**src/rtl/dsp_pkg.sv**
```systemverilog
// dsp_pkg: shared widths, signed range helpers and sub encoding for the DSP MAC slice
package dsp_pkg;
   localparam int DEF_AW = 18;
   localparam int DEF_BW = 18;
   localparam int DEF_PW = 48;
   localparam int DEF_LW = 8;
   localparam logic SUB_ADD = 1'b0;
   localparam logic SUB_SUB = 1'b1;
   function automatic logic [127:0] smax(input int w);
      return (128'(1) << (w - 1)) - 128'(1);
   endfunction
   function automatic logic [127:0] smin(input int w);
      return ~smax(w);
   endfunction
endpackage

```
**src/rtl/dsp_sat_add.sv**
```systemverilog
// dsp_sat_add: PW+1-bit signed add of accumulator base and product with overflow detect and optional saturation
module dsp_sat_add
   import dsp_pkg::*;
#(
   parameter int PW  = DEF_PW,
   parameter int MW  = DEF_AW + DEF_BW + 1,
   parameter int SAT = 1
) (
   input  logic [PW-1:0] base,
   input  logic [MW-1:0] m,
   output logic [PW-1:0] res,
   output logic          ovf
);
   localparam logic [PW-1:0] MAXV = PW'(smax(PW));
   localparam logic [PW-1:0] MINV = PW'(smin(PW));
   logic [PW:0] sum;
   always_comb begin
      sum = {base[PW-1], base} + {{(PW + 1 - MW){m[MW-1]}}, m};
      ovf = sum[PW] ^ sum[PW-1];
      res = (SAT != 0 && ovf) ? (m[MW-1] ? MINV : MAXV) : sum[PW-1:0];
   end
endmodule

```
**src/rtl/dsp_mac_accum.sv**
```systemverilog
// dsp_mac_accum: pipelined (D +/- B) x A multiply-accumulate over programmable-length frames
module dsp_mac_accum
   import dsp_pkg::*;
#(
   parameter int AW     = DEF_AW,
   parameter int BW     = DEF_BW,
   parameter int PW     = DEF_PW,
   parameter int LW     = DEF_LW,
   parameter int PREADD = 1,
   parameter int SAT    = 1
) (
   input  logic          clk,
   input  logic          rst,
   input  logic          in_valid,
   input  logic [AW-1:0] a,
   input  logic [BW-1:0] b,
   input  logic [BW-1:0] d,
   input  logic          sub,
   input  logic [PW-1:0] c,
   input  logic [LW-1:0] acc_len,
   output logic [PW-1:0] p,
   output logic [PW-1:0] pcout,
   output logic          out_valid,
   output logic          ovf,
   output logic          busy
);
   localparam int MW = AW + BW + 1;
   logic [LW-1:0] cnt_q, cnt_d, len_q, len_d, len_eff;
   logic          first, last;
   logic          s1_valid_q, s1_valid_d, s1_sub_q, s1_sub_d, s1_first_q, s1_first_d, s1_last_q, s1_last_d;
   logic [AW-1:0] s1_a_q, s1_a_d;
   logic [BW-1:0] s1_b_q, s1_b_d, s1_d_q, s1_d_d;
   logic [PW-1:0] s1_c_q, s1_c_d;
   logic          s2_valid_q, s2_valid_d, s2_first_q, s2_first_d, s2_last_q, s2_last_d;
   logic [BW:0]   s2_pre_q, s2_pre_d;
   logic [AW-1:0] s2_a_q, s2_a_d;
   logic [PW-1:0] s2_c_q, s2_c_d;
   logic          s3_valid_q, s3_valid_d, s3_first_q, s3_first_d, s3_last_q, s3_last_d;
   logic [MW-1:0] s3_m_q, s3_m_d;
   logic [PW-1:0] s3_c_q, s3_c_d;
   logic [PW-1:0] p_q, p_d, base, sum_res;
   logic          ovf_q, ovf_d, out_valid_q, out_valid_d, sum_ovf;
   logic [BW:0]   d_ext, b_ext;
   always_comb begin
      first       = cnt_q == '0;
      len_eff     = first ? ((acc_len == '0) ? LW'(1) : acc_len) : len_q;
      last        = cnt_q == len_eff - LW'(1);
      cnt_d       = in_valid ? (last ? '0 : cnt_q + LW'(1)) : cnt_q;
      len_d       = (in_valid && first) ? len_eff : len_q;
      s1_valid_d  = in_valid;
      s1_a_d      = a;
      s1_b_d      = b;
      s1_d_d      = d;
      s1_sub_d    = sub;
      s1_first_d  = first;
      s1_last_d   = last;
      // the frame offset travels with its first sample, so later samples never disturb it
      s1_c_d      = (in_valid && first) ? c : s1_c_q;
      d_ext       = {s1_d_q[BW-1], s1_d_q};
      b_ext       = {s1_b_q[BW-1], s1_b_q};
      s2_valid_d  = s1_valid_q;
      s2_first_d  = s1_first_q;
      s2_last_d   = s1_last_q;
      s2_pre_d    = (PREADD == 0) ? b_ext : (s1_sub_q == SUB_ADD ? d_ext + b_ext : d_ext - b_ext);
      s2_a_d      = s1_a_q;
      s2_c_d      = s1_c_q;
      s3_valid_d  = s2_valid_q;
      s3_first_d  = s2_first_q;
      s3_last_d   = s2_last_q;
      s3_m_d      = MW'($signed(s2_pre_q)) * MW'($signed(s2_a_q));
      s3_c_d      = s2_c_q;
      base        = s3_first_q ? s3_c_q : p_q;
      p_d         = s3_valid_q ? sum_res : p_q;
      ovf_d       = s3_valid_q ? (sum_ovf | (ovf_q & ~s3_first_q)) : ovf_q;
      out_valid_d = s3_valid_q & s3_last_q;
   end
   dsp_sat_add #(.PW(PW), .MW(MW), .SAT(SAT)) u_sat_add (
      .base (base),
      .m    (s3_m_q),
      .res  (sum_res),
      .ovf  (sum_ovf)
   );
   always_ff @(posedge clk) begin
      if (rst) begin
         cnt_q       <= '0;
         len_q       <= '0;
         s1_valid_q  <= 1'b0;
         s1_a_q      <= '0;
         s1_b_q      <= '0;
         s1_d_q      <= '0;
         s1_sub_q    <= 1'b0;
         s1_first_q  <= 1'b0;
         s1_last_q   <= 1'b0;
         s1_c_q      <= '0;
         s2_valid_q  <= 1'b0;
         s2_first_q  <= 1'b0;
         s2_last_q   <= 1'b0;
         s2_pre_q    <= '0;
         s2_a_q      <= '0;
         s2_c_q      <= '0;
         s3_valid_q  <= 1'b0;
         s3_first_q  <= 1'b0;
         s3_last_q   <= 1'b0;
         s3_m_q      <= '0;
         s3_c_q      <= '0;
         p_q         <= '0;
         ovf_q       <= 1'b0;
         out_valid_q <= 1'b0;
      end else begin
         cnt_q       <= cnt_d;
         len_q       <= len_d;
         s1_valid_q  <= s1_valid_d;
         s1_a_q      <= s1_a_d;
         s1_b_q      <= s1_b_d;
         s1_d_q      <= s1_d_d;
         s1_sub_q    <= s1_sub_d;
         s1_first_q  <= s1_first_d;
         s1_last_q   <= s1_last_d;
         s1_c_q      <= s1_c_d;
         s2_valid_q  <= s2_valid_d;
         s2_first_q  <= s2_first_d;
         s2_last_q   <= s2_last_d;
         s2_pre_q    <= s2_pre_d;
         s2_a_q      <= s2_a_d;
         s2_c_q      <= s2_c_d;
         s3_valid_q  <= s3_valid_d;
         s3_first_q  <= s3_first_d;
         s3_last_q   <= s3_last_d;
         s3_m_q      <= s3_m_d;
         s3_c_q      <= s3_c_d;
         p_q         <= p_d;
         ovf_q       <= ovf_d;
         out_valid_q <= out_valid_d;
      end
   end
   assign p         = p_q;
   assign pcout     = p_q;
   assign ovf       = ovf_q;
   assign out_valid = out_valid_q;
   assign busy      = (cnt_q != '0) || s1_valid_q || s2_valid_q || s3_valid_q;
endmodule

```
**config.mk**
```make
export PLATFORM = sky130hd
export DESIGN_NAME = dsp_mac_accum
export DESIGN_NICKNAME = d
export VERILOG_FILES = /design/src/rtl/dsp_pkg.sv /design/src/rtl/dsp_sat_add.sv /design/src/rtl/dsp_mac_accum.sv
export SDC_FILE = /design/constraint.sdc
export NUM_CORES = 2
export LEC_CHECK = 0
export ABC_AREA = 1
export CORE_UTILIZATION = 60
export CTS_BUF_LIST = sky130_fd_sc_hd__clkbuf_4
export CTS_CLUSTER_SIZE = 8
export DETAILED_ROUTE_END_ITERATION = 10
export PLACE_DENSITY = 0.86
export SYNTH_ARGS = -nofsm -noshare
export SYNTH_HDL_FRONTEND = slang
export SYNTH_SLANG_ARGS = --single-unit
```
**constraint.sdc**
```tcl
create_clock -name clk -period 9.8 [get_ports clk]
set_clock_uncertainty 0.05 [all_clocks]
set_input_delay 2.45 -clock clk [delete_from_list [all_inputs] [get_ports clk]]
set_output_delay 2.45 -clock clk [all_outputs]
set_load 0.01 [all_outputs]
```
==> run_results.csv <==
group,metric,value,unit
floorplanning,num_rows,82,
logic_synthesis,syn_area,30700,um^2
finish,drive_gt1_share,5.58,%
finish,area_growth,10.5,%
floorplanning,die_area,52100,um^2
global_route,grt_pass1_vias,27020,
global_route,grt_max_degree,102,
timing,slew_viol_final,0,
floorplanning,coreArea,50400,um^2
detailed_routing,drc,0,
detailed_routing,drt_wl_total,83.8,mm
logic_synthesis,yosysMostFrequentCell,"inv_1",
logic_synthesis,synth_top_area_share,22.7,%
timing,period_minus_slack,7.37,ns
logic_synthesis,netlist_top_cells_count,"1041 x inv_1, 835 x nand2_1, 400 x nor2_1",
global_route,gr-total-overflow,0,
finish,post-route-cell-area,33900,um^2
timing,worstMarginPinSlew,1.16,ns
clocking,cts.clk_slew.worst_paths,0.07,ns
clocking,ctsHoldBuffers,0,
logic_synthesis,ys_ff_latch,348,
detailed_routing,drtAntennaViolNets,0,
setup_path,cp.required,10.41,ns
clocking,cts.htree.levels,3,
finish,fin_nets,4970,
setup_path,critPathCaptureType,"flop",
timing,rsz0062_at_grt,"false",
timing,layout_setup_ws,2.43,ns
hold_path,whs_endpoint,"s3_c_q[18]",
logic_synthesis,synth_seq_area_share,22.7,%
detailed_routing,routed-wl-met3,7.81,mm
logic_synthesis,syn_area_per_cell,7.26,um^2
floorplanning,die_w,228,um
clocking,cts_sinks,348,
power,leakagePower,0.0178,uW
detailed_routing,vias,26751,
outcome,status,"completed",
logic_synthesis,yosys-top-cells-area,"dfxtp_1 23%, fa_1 23%, inv_1 13%",
power,power.density,150,nW/um^2
logic_synthesis,synth_edf_count,0,
detailed_routing,firstDrtPassIters,6,
setup_path,r2r_start,"s2_a_q[3]",
setup_path,ff2ff_setup_slack,2.43,ns
logic_synthesis,ys_types,46,
hold_path,hold_start,"s2_c_q[18]",
clocking,cts-root-buf,"clkbuf_4",
timing,fmax,136,MHz
hold_path,hold_path_depth,2,
clocking,clock_path_buffers,3,
setup_path,cp-start-kind,"flop",
setup_path,rr_worst_depth,22,
timing,setup_tns,0,ns
placement,place_area,32800,um^2
power,vdd_ir_drop_max,117,uV
placement,preCtsSetupSlack,2.76,ns
global_route,grt_pass1_wl,136,mm
logic_synthesis,async_flop_share,0,%
detailed_routing,drtIter0Drc,2282,
detailed_routing,wl_per_cell,16.5,um
placement,routabilityCongestion,1.01,
clocking,ctsResizeCount,0,
logic_synthesis,synth.net_count,4858,
clocking,insertion_delay,0.85,ns
clocking,post_cts_buffers,0,
detailed_routing,met2_length,37.7,mm
run,maxCapViolCount,0,
clocking,numCtsBuffers,88,
placement,hpwl,66.2,mm
setup_path,r2r_end,"s3_m_q[31]",
setup_path,crit_type,"flop to flop",
logic_synthesis,yosys_warnings,0,
floorplanning,num_io_pins,213,
logic_synthesis,yosysTopAreaCell,"dfxtp_1",
timing,relSlewSlack,22.7,%
timing,hold_viol_final,0,
floorplanning,initial_core_util,61.0,%
timing,setup_violations,0,
setup_path,critPathMaxFanout,19,
timing,period_share,75.2,%
detailed_routing,top_layer,"met5",
placement,portBuffers,212,
finish,fillerInstances,4189,
detailed_routing,avgViaCountPerCell,5.26,
setup_path,crit_path_start,"s2_a_q[3]",
hold_path,hold_path_class,"flop to flop",
global_route,antenna_found_initial,7,
logic_synthesis,synthesis.instances,4232,
setup_path,cp.arrival,7.98,ns
logic_synthesis,synth-main-ff-cell,"dfxtp_1",
global_route,track_usage,33.1,%
floorplanning,fp.dieH,228,um
clocking,cts_tree,"done",
detailed_routing,wl_met1,33.9,mm
==> sequential cells by signal, summed over array words and instances (netlist names), 8 cells and up <==
signal,count
s3_c_q,48
s2_a_q,18
s2_c_q,48
s1_a_q,18
s1_b_q,18
s3_m_q,37
s2_pre_q,19
s1_c_q,48
len_q,8
p,48
s1_d_q,18
cnt_q,8
==> power breakdown <==
part	internal, uW	switching, uW	total, uW
logic	733	1400	2130
registers	1550	148	1700
clock network	621	641	1260
total	2910	2190	5090
==> through the flow <==
| stage | hold WS, ns | util, % | power, uW | cells |
|---|---|---|---|---|
| 2_1_floorplan | 0.338 | - | 3230 | 4232 |
| 3_3_place_gp | 0.335 | 65.1 | 3760 | 4926 |
| 3_5_place_dp | 0.334 | 65.1 | 3810 | 4926 |
| 4_1_cts | 0.340 | 67.3 | 5090 | 5080 |
| 5_1_grt | 0.350 | 67.4 | 5470 | 5084 |
| 6_report | 0.335 | 67.4 | 5090 | 5085 |
==> area by class of cell <==
cell class,instances,area [um^2],area share [%]
Antenna cell,5,12.5,0.0369
Clock buffer,117,878,2.59
Clock inverter,37,254,0.748
Inverter,1056,3960,11.7
Multi-Input combinational cell,2616,18700,55.2
Sequential cell,348,6970,20.5
Tap cell,672,841,2.48
Timing Repair Buffer,234,2290,6.75
==> worst max path at each step <==
| stage | endpoint | cells after the start |
|---|---|---|
| 2_1_floorplan | s3_m_q[35] | 21 |
| 3_3_place_gp | s3_m_q[31] | 22 |
| 3_5_place_dp | s3_m_q[31] | 22 |
| 4_1_cts | s3_m_q[31] | 22 |
| 5_1_grt | s3_m_q[31] | 22 |
| 6_report | s3_m_q[31] | 22 |
==> cells by family (layout without fill, tap and decap cells) <==
family                   Yosys count  in the layout  synth area share, %
other                              0              5                    0
XOR/XNOR                          71             71                 2.02
buffers and inverters           1268           1444                 16.3
AO/OA/AOI/OAI                    530            530                 9.22
adder cells (fa/ha/maj)          512            512                 29.3
AND/OR/NAND/NOR                 1503           1503                 20.4
flip-flops                       348            348                 22.7
==> critical path: stages, from the launching register on <==
cell and delay (ns):
dfxtp_1 0.86, nand2_1 0.28, fa_1 0.61, inv_1 0.14
fa_1 0.52, inv_1 0.06, fa_1 0.50, inv_1 0.06
fa_1 0.49, fa_1 0.49, inv_1 0.05, fa_1 0.48
inv_1 0.04, ha_1 0.34, nand2_1 0.16, nor4_1 0.96
o21ai_0 0.25, nand3_1 0.27, nand2_1 0.08, nand2_1 0.12
a21boi_0 0.13, o21ai_0 0.18, a21oi_1 0.07
==> placed cells by master (no fill, tap or decap), types with 17 or more instances in the layout <==
master	netlist	layout
inv_1	1041	1039
nand2_1	835	835
nor2_1	400	400
fa_1	347	347
dfxtp_1	348	346
a21oi_1	269	269
clkdlybuf4s50_1	0	211
o21ai_0	193	193
ha_1	165	165
nand3_1	142	142
clkbuf_4	1	117
xor2_1	45	45
nand3_2	34	34
nand4_1	27	27
xnor2_1	26	26
clkinv_1	0	22
buf_4	52	22
nor3_1	20	20
o21bai_1	19	19
inv_2	15	17
==> layer usage <==
layer  GRT usage, %  vias to the layer above
met5              0                        -
met2           52.2                     1268
li1               -                    12804
met4           17.3                        4
met3           7.65                      295
met1           42.4                    12380
Note: power is estimated with default switching activity, not from simulation.
